--- config.mk ---
export PLATFORM = sky130hd
export DESIGN_NAME = result_drain
export DESIGN_NICKNAME = d
export VERILOG_FILES = /design/src/rtl/result_drain_pkg.sv /design/src/rtl/result_drain_fifo.sv /design/src/rtl/result_drain.sv
export SDC_FILE = /design/constraint.sdc
export NUM_CORES = 1
export LEC_CHECK = 0
export CAP_MARGIN = 20
export CORE_AREA = 3 3 100 92
export DETAILED_ROUTE_END_ITERATION = 7
export DIE_AREA = 0 0 103 95
export PLACE_DENSITY = 0.77
export SLEW_MARGIN = 10
export SYNTH_ARGS = -nofsm -noshare
export SYNTH_HDL_FRONTEND = slang
export SYNTH_SLANG_ARGS = --single-unit
--- constraint.sdc ---
create_clock -name clk -period 4.7 [get_ports clk]
set_input_delay 0.705 -clock clk [delete_from_list [all_inputs] [get_ports clk]]
set_output_delay 0.705 -clock clk [all_outputs]
set_load 0.1 [all_outputs]
--- src/rtl/result_drain_pkg.sv ---
// Shared definitions for the result drain: default word/row sizes and FSM states.
package result_drain_pkg;

  localparam int WORD_SIZE = 32;
  localparam int ROW_SIZE  = 5;

  typedef enum logic [1:0] {
    ST_IDLE   = 2'd0,
    ST_STREAM = 2'd1,
    ST_FLUSH  = 2'd2,
    ST_DONE   = 2'd3
  } state_t;

endpackage

--- src/rtl/result_drain_fifo.sv ---
// drain_fifo: 2-entry FIFO between the buffer read port and the result stream.
// The head word reads as zero while empty so the stream output is clean at rest.
module drain_fifo #(
  parameter int W = 32
) (
  input  logic         clk,
  input  logic         rst_n,
  input  logic         push,
  input  logic         pop,
  input  logic [W-1:0] din,
  output logic [W-1:0] data,
  output logic [1:0]   count,
  output logic         full,
  output logic         empty
);

  logic [W-1:0] mem_r [2];
  logic         wr_ptr_r;
  logic         rd_ptr_r;
  logic [1:0]   count_r;
  logic         do_push_s;
  logic         do_pop_s;

  // Qualify requests: pop only when data exists, push into a full FIFO only alongside a pop.
  always_comb begin
    do_pop_s  = 1'b0;
    do_push_s = 1'b0;
    if (pop && (count_r != 2'd0)) begin
      do_pop_s = 1'b1;
    end else begin
      do_pop_s = 1'b0;
    end
    if (push && ((count_r != 2'd2) || do_pop_s)) begin
      do_push_s = 1'b1;
    end else begin
      do_push_s = 1'b0;
    end
  end

  // Storage, pointers and occupancy; simultaneous push and pop leaves count unchanged.
  always_ff @(posedge clk) begin
    if (!rst_n) begin
      mem_r[0] <= {W{1'b0}};
      mem_r[1] <= {W{1'b0}};
      wr_ptr_r <= 1'b0;
      rd_ptr_r <= 1'b0;
      count_r  <= 2'd0;
    end else begin
      if (do_push_s) begin
        mem_r[wr_ptr_r] <= din;
        wr_ptr_r        <= ~wr_ptr_r;
      end
      if (do_pop_s) begin
        rd_ptr_r <= ~rd_ptr_r;
      end
      case ({do_push_s, do_pop_s})
        2'b10:   count_r <= count_r + 2'd1;
        2'b01:   count_r <= count_r - 2'd1;
        default: count_r <= count_r;
      endcase
    end
  end

  assign count = count_r;
  assign full  = (count_r == 2'd2);
  assign empty = (count_r == 2'd0);
  assign data  = (count_r == 2'd0) ? {W{1'b0}} : mem_r[rd_ptr_r];

endmodule

--- src/rtl/result_drain.sv ---
// result_drain: reads rows 0..len-1 from the output global buffer and streams
// them through a 2-entry FIFO with valid/ready handshaking.
// Optional feature: define RESULT_DRAIN_CHECKSUM_EN to add a running checksum
// port summing every transferred word.
module result_drain
  import result_drain_pkg::*;
#(
  parameter int WORD_W = WORD_SIZE,
  parameter int IDX_W  = ROW_SIZE
) (
  input  logic              clk,
  input  logic              rst_n,
  input  logic              start,
  input  logic [IDX_W:0]    len,
  output logic              gb_rd_en,
  output logic [IDX_W-1:0]  gb_idx,
  input  logic [WORD_W-1:0] gb_dout,
  output logic [WORD_W-1:0] dout,
  output logic              dout_valid,
  input  logic              dout_ready,
  output logic              busy,
  output logic              done
`ifdef RESULT_DRAIN_CHECKSUM_EN
  ,
  output logic [WORD_W-1:0] checksum
`endif
);

  localparam int             MAX_LEN_I = 1 << IDX_W;
  localparam logic [IDX_W:0] MAX_LEN   = MAX_LEN_I[IDX_W:0];
  localparam logic [IDX_W:0] ONE       = {{IDX_W{1'b0}}, 1'b1};

  state_t            state_r;
  state_t            state_s;
  logic [IDX_W:0]    len_r;
  logic [IDX_W:0]    idx_r;     // one extra bit so the terminal count never aliases row 0
  logic [IDX_W:0]    len_clamp_s;
  logic              primed_r;  // delays the first read one cycle after entering STREAM
  logic              vld_r;     // a read was issued last cycle; its data is on gb_dout now
  logic              rd_s;
  logic              pop_s;
  logic [2:0]        occ_s;
  logic [1:0]        fifo_count_s;
  logic              fifo_full_s;
  logic              fifo_empty_s;

  // Clamp the requested length and compute projected FIFO occupancy for read credit.
  always_comb begin
    len_clamp_s = (len > MAX_LEN) ? MAX_LEN : len;
    pop_s       = dout_valid & dout_ready;
    occ_s       = {1'b0, fifo_count_s} + {2'b00, vld_r} - {2'b00, pop_s};
  end

  // Next-state and read-issue decode.
  always_comb begin
    state_s = state_r;
    rd_s    = 1'b0;
    case (state_r)
      ST_IDLE: begin
        if (start) begin
          if (len_clamp_s != {(IDX_W+1){1'b0}}) begin
            state_s = ST_STREAM;
          end else begin
            state_s = ST_DONE;
          end
        end else begin
          state_s = ST_IDLE;
        end
      end
      ST_STREAM: begin
        if (primed_r && (occ_s < 3'd2) && !(fifo_full_s && !pop_s)) begin
          rd_s = 1'b1;
        end else begin
          rd_s = 1'b0;
        end
        if (rd_s && (idx_r == (len_r - ONE))) begin
          state_s = ST_FLUSH;
        end else begin
          state_s = ST_STREAM;
        end
      end
      ST_FLUSH: begin
        if (!vld_r && fifo_empty_s) begin
          state_s = ST_DONE;
        end else begin
          state_s = ST_FLUSH;
        end
      end
      ST_DONE: begin
        state_s = ST_IDLE;
      end
      default: begin
        state_s = ST_IDLE;
      end
    endcase
  end

  // FSM state register.
  always_ff @(posedge clk) begin
    if (!rst_n) begin
      state_r <= ST_IDLE;
    end else begin
      state_r <= state_s;
    end
  end

  // Length latch, row counter and in-flight tracking.
  always_ff @(posedge clk) begin
    if (!rst_n) begin
      len_r    <= {(IDX_W+1){1'b0}};
      idx_r    <= {(IDX_W+1){1'b0}};
      primed_r <= 1'b0;
      vld_r    <= 1'b0;
    end else begin
      vld_r    <= rd_s;
      primed_r <= (state_r == ST_STREAM);
      if (state_r == ST_IDLE) begin
        idx_r <= {(IDX_W+1){1'b0}};
        if (start) begin
          len_r <= len_clamp_s;
        end
      end else if (rd_s) begin
        idx_r <= idx_r + ONE;
      end
    end
  end

  drain_fifo #(.W(WORD_W)) u_fifo (
    .clk   (clk),
    .rst_n (rst_n),
    .push  (vld_r),
    .pop   (pop_s),
    .din   (gb_dout),
    .data  (dout),
    .count (fifo_count_s),
    .full  (fifo_full_s),
    .empty (fifo_empty_s)
  );

  assign gb_rd_en   = rd_s;
  assign gb_idx     = rd_s ? idx_r[IDX_W-1:0] : {IDX_W{1'b0}};
  assign dout_valid = !fifo_empty_s;
  assign busy       = (state_r == ST_STREAM) || (state_r == ST_FLUSH);
  assign done       = (state_r == ST_DONE);

`ifdef RESULT_DRAIN_CHECKSUM_EN
  logic [WORD_W-1:0] checksum_r;

  // Running sum of transferred words; cleared when a drain is accepted.
  always_ff @(posedge clk) begin
    if (!rst_n) begin
      checksum_r <= {WORD_W{1'b0}};
    end else if ((state_r == ST_IDLE) && start) begin
      checksum_r <= {WORD_W{1'b0}};
    end else if (pop_s) begin
      checksum_r <= checksum_r + dout;
    end
  end

  assign checksum = checksum_r;
`endif

endmodule

==> results.py <==
metrics = {
    "place": {
        "gp_congestion": 0.857,
        "dpl.hpwl_mm": 5.77,
        "dpl-instance-area_um2": 5090,
        "dp_slack_ps": 592,
        "place.port_buffers": 82,
        "dp_cells": 526,
    },
    "setup_path": {
        "setup.worst_path.start_class": "input pin",
        "worst-path-buf-inv": 3,
        "rrSetupSlack_ps": 1660,
        "r2r_cells": 12,
        "crit_required_ps": 3990,
        "r2r_start": "u_fifo.count[1]$_SDFFE_PN0P_",
        "cp_max_fo": 6,
        "endpoint_kind": "primary output",
        "path_class": "input pin to primary output",
        "crit_family": "buffers and inverters",
        "slowest_delay_ps": 500,
        "cp.arrival_ps": 3400,
        "cp_slowest_cell": "clkdlybuf4s50_1",
        "crit_path_cell_trace": "clkdlybuf4s50_1 -> and2_1 -> ha_1 -> nand2b_1 -> fa_1 -> or2_1 -> a211o_1 -> inv_1 -> and2_2 -> buf_12",
        "startpoint": "dout_ready",
        "reg2reg_to": "idx_r[4]$_SDFFE_PP0P_",
    },
    "final_layout": {
        "stdcell_count": 544,
        "drive_above_1_share_pct": 8.76,
        "antenna_cells": 0,
        "final_area_um2": 5310,
        "area_delta_synth_final_pct": 29.5,
        "fin_nets": 491,
    },
    "timing": {
        "whs_ps": 480,
        "rsz0062_at_grt": "no",
        "fin_setup_tns_ps": 0,
        "slew_headroom_pct": 31.6,
        "finalHoldViolCount": 0,
        "setup_ws_ps": 595,
        "worst_pin_slew_ps": 1030,
        "fmax_mhz": 244,
        "skew_ps": 6.19,
        "period_needed_ps": 4110,
        "setup_viol": 0,
        "final.period_utilization_pct": 87.3,
        "maxSlewViolCount": 0,
    },
    "power_and_ir_drop": {
        "vdd_drop_max_mv": 0.166,
        "leakage_uw": 0.00189,
        "cellPowerDensity_nw_per_um2": 274,
    },
    "synth": {
        "synth.area.top_cells": "edfxtp_1 (47%), and2_1 (11%), dfxtp_1 (10%)",
        "async_reset_ff_share_pct": 0,
        "synth_edf_count": 64,
        "yosys_register_bits": 85,
        "yosysTopAreaCellShare_pct": 46.9,
        "synthCells": 360,
        "netlist_area_um2": 4100,
        "synth_ff_type": "edfxtp_1",
        "yosysWarnings": 0,
        "synth_nets": 411,
        "synth.distinct_cells": 39,
        "yosysTopAreaCell": "edfxtp_1",
        "avgSynthCellArea_um2": 11.4,
        "synth_commonest_cells": "and2_1 (72), edfxtp_1 (64), nor2_1 (52), mux2i_1 (33), dfxtp_1 (21)",
        "synth_seq_area_share_pct": 57.1,
        "yosysMostFrequentCell": "and2_1",
    },
    "clock_network": {
        "tritoncts.num_buffers": 9,
        "ctsResizeCount": 0,
        "cts_sinks": 85,
        "clock_path_buffers": 2,
        "clock_latency_ps": 350,
        "cts-root-buf": "clkbuf_8",
        "cts_setup_buffers": 0,
        "cts_hold_buf": 0,
        "cts_tree": "done",
        "h-tree-depth": 3,
        "clk_pin_slew_worst_paths_ps": 90,
    },
    "global_route": {
        "grt-ovfl-total": 0,
        "track_usage_pct": 18.3,
        "grt_max_degree": 35,
        "grt_pass1_vias": 2876,
        "antenna_found_initial": 0,
        "grt_pass1_wl_mm": 13.8,
    },
    "die": {
        "die-area_um2": 9790,
        "rows": 31,
        "die_h_um": 95,
        "coreArea_um2": 8150,
        "io_pins": 83,
        "start_util_pct": 50.3,
        "chipWidth_um": 103,
    },
    "worst_hold_path": {
        "holdPathStages": 2,
        "whs_endpoint": "len_r[5]$_SDFFE_PN0P_",
        "hold_class": "flop to flop",
        "worstHoldStart": "len_r[5]$_SDFFE_PN0P_",
    },
    "flow_run": {
        "cap_violations": 0,
    },
    "detailed_routing": {
        "route.vias.total": 2826,
        "drt_iter0_drc": 135,
        "wirelength_mm": 8.53,
        "routed_via_density": 5.19,
        "postRouteAntennaNets": 0,
        "wl_per_cell_um": 15.7,
        "dr.pass1.iters": 6,
        "drc": 0,
    },
    "outcome": {
        "status": "completed",
    },
}
metrics by stage:
step	power, µW	util [%]
global placement	1000	62.5
finish	1460	65.2
CTS	1470	64.6
detailed placement	1010	62.5
floorplan	943	-
global route	1510	65.2
worst max path at each step:
stage,endpoint,cells past startpoint
CTS,gb_idx[1],10
global placement,gb_idx[3],10
global route,gb_idx[1],10
finish,gb_idx[1],10
detailed placement,gb_idx[1],10
floorplan,gb_idx[0],12
registers in the layout, indices dropped and copies added (netlist names), named ones only:
register	count
u_fifo.mem_r	64
idx_r	6
len_r	6
state_r	2
u_fifo.count	2
primed_r	1
u_fifo.rd_ptr_r	1
u_fifo.wr_ptr_r	1
vld_r	1
metal layers:
| layer | global-route usage [%] | vias to the layer above | share of wire, % |
|---|---|---|---|
| met4 | 5.18 | 0 | 1.3 |
| met1 | 22.9 | 1330 | 41 |
| met5 | 0 | - | 0 |
| li1 | - | 1400 | - |
| met3 | 4.43 | 12 | 5.9 |
| met2 | 31.5 | 84 | 51 |
layout by cell type, fill, tap and decap left out, types with 3 or more instances in the layout:
master           count
nand2_1              7
buf_12               7
xor2_1               4
nand4_1              3
nor2_1              50
mux2i_1             33
clkbuf_8             9
and2_1              68
xnor2_1              6
a21oi_1             10
o21ai_0              3
nand2b_1             4
edfxtp_1            64
a21o_1               3
inv_1               15
dfxtp_1             20
nor3b_1              5
ha_1                 8
a31oi_1              4
buf_4                4
and2_2               4
clkdlybuf4s50_1     76
final cells by class:
cell class,instances,area (µm²)
fillers,663,2840
multi-input cells,241,1650
clock buffers,9,124
clock inverters,7,50.0
well taps,99,124
inverters,15,56.3
repair buffers,88,958
flip-flops and latches,85,2340
tightest hold or removal path, cell delays in order (launching register included):
cell and delay (ps):
dfxtp_1 330, nand2_1 60, a21oi_1 50
power breakdown:
part / internal (µW) / leakage [µW] / switching [µW]
clock network: 194 / 0.0000837 / 269
logic: 66.1 / 0.000971 / 89.0
registers: 827 / 0.000832 / 11.8
total: 1090 / 0.00189 / 370
kinds of logic (layout without fill, tap and decap cells):
kind of cell	count (synthesis)	count (layout)	share of synthesized area [%]
flip-flops	85	85	57.1
multiplexers	33	33	8.06
buffers and inverters	34	119	3.57
AO/OA/AOI/OAI	34	34	6.10
XOR/XNOR	10	10	2.14
adder cells (fa/ha/maj)	9	9	2.93
AND/OR/NAND/NOR	155	155	20.1
Power figures use the tool's default switching activity.
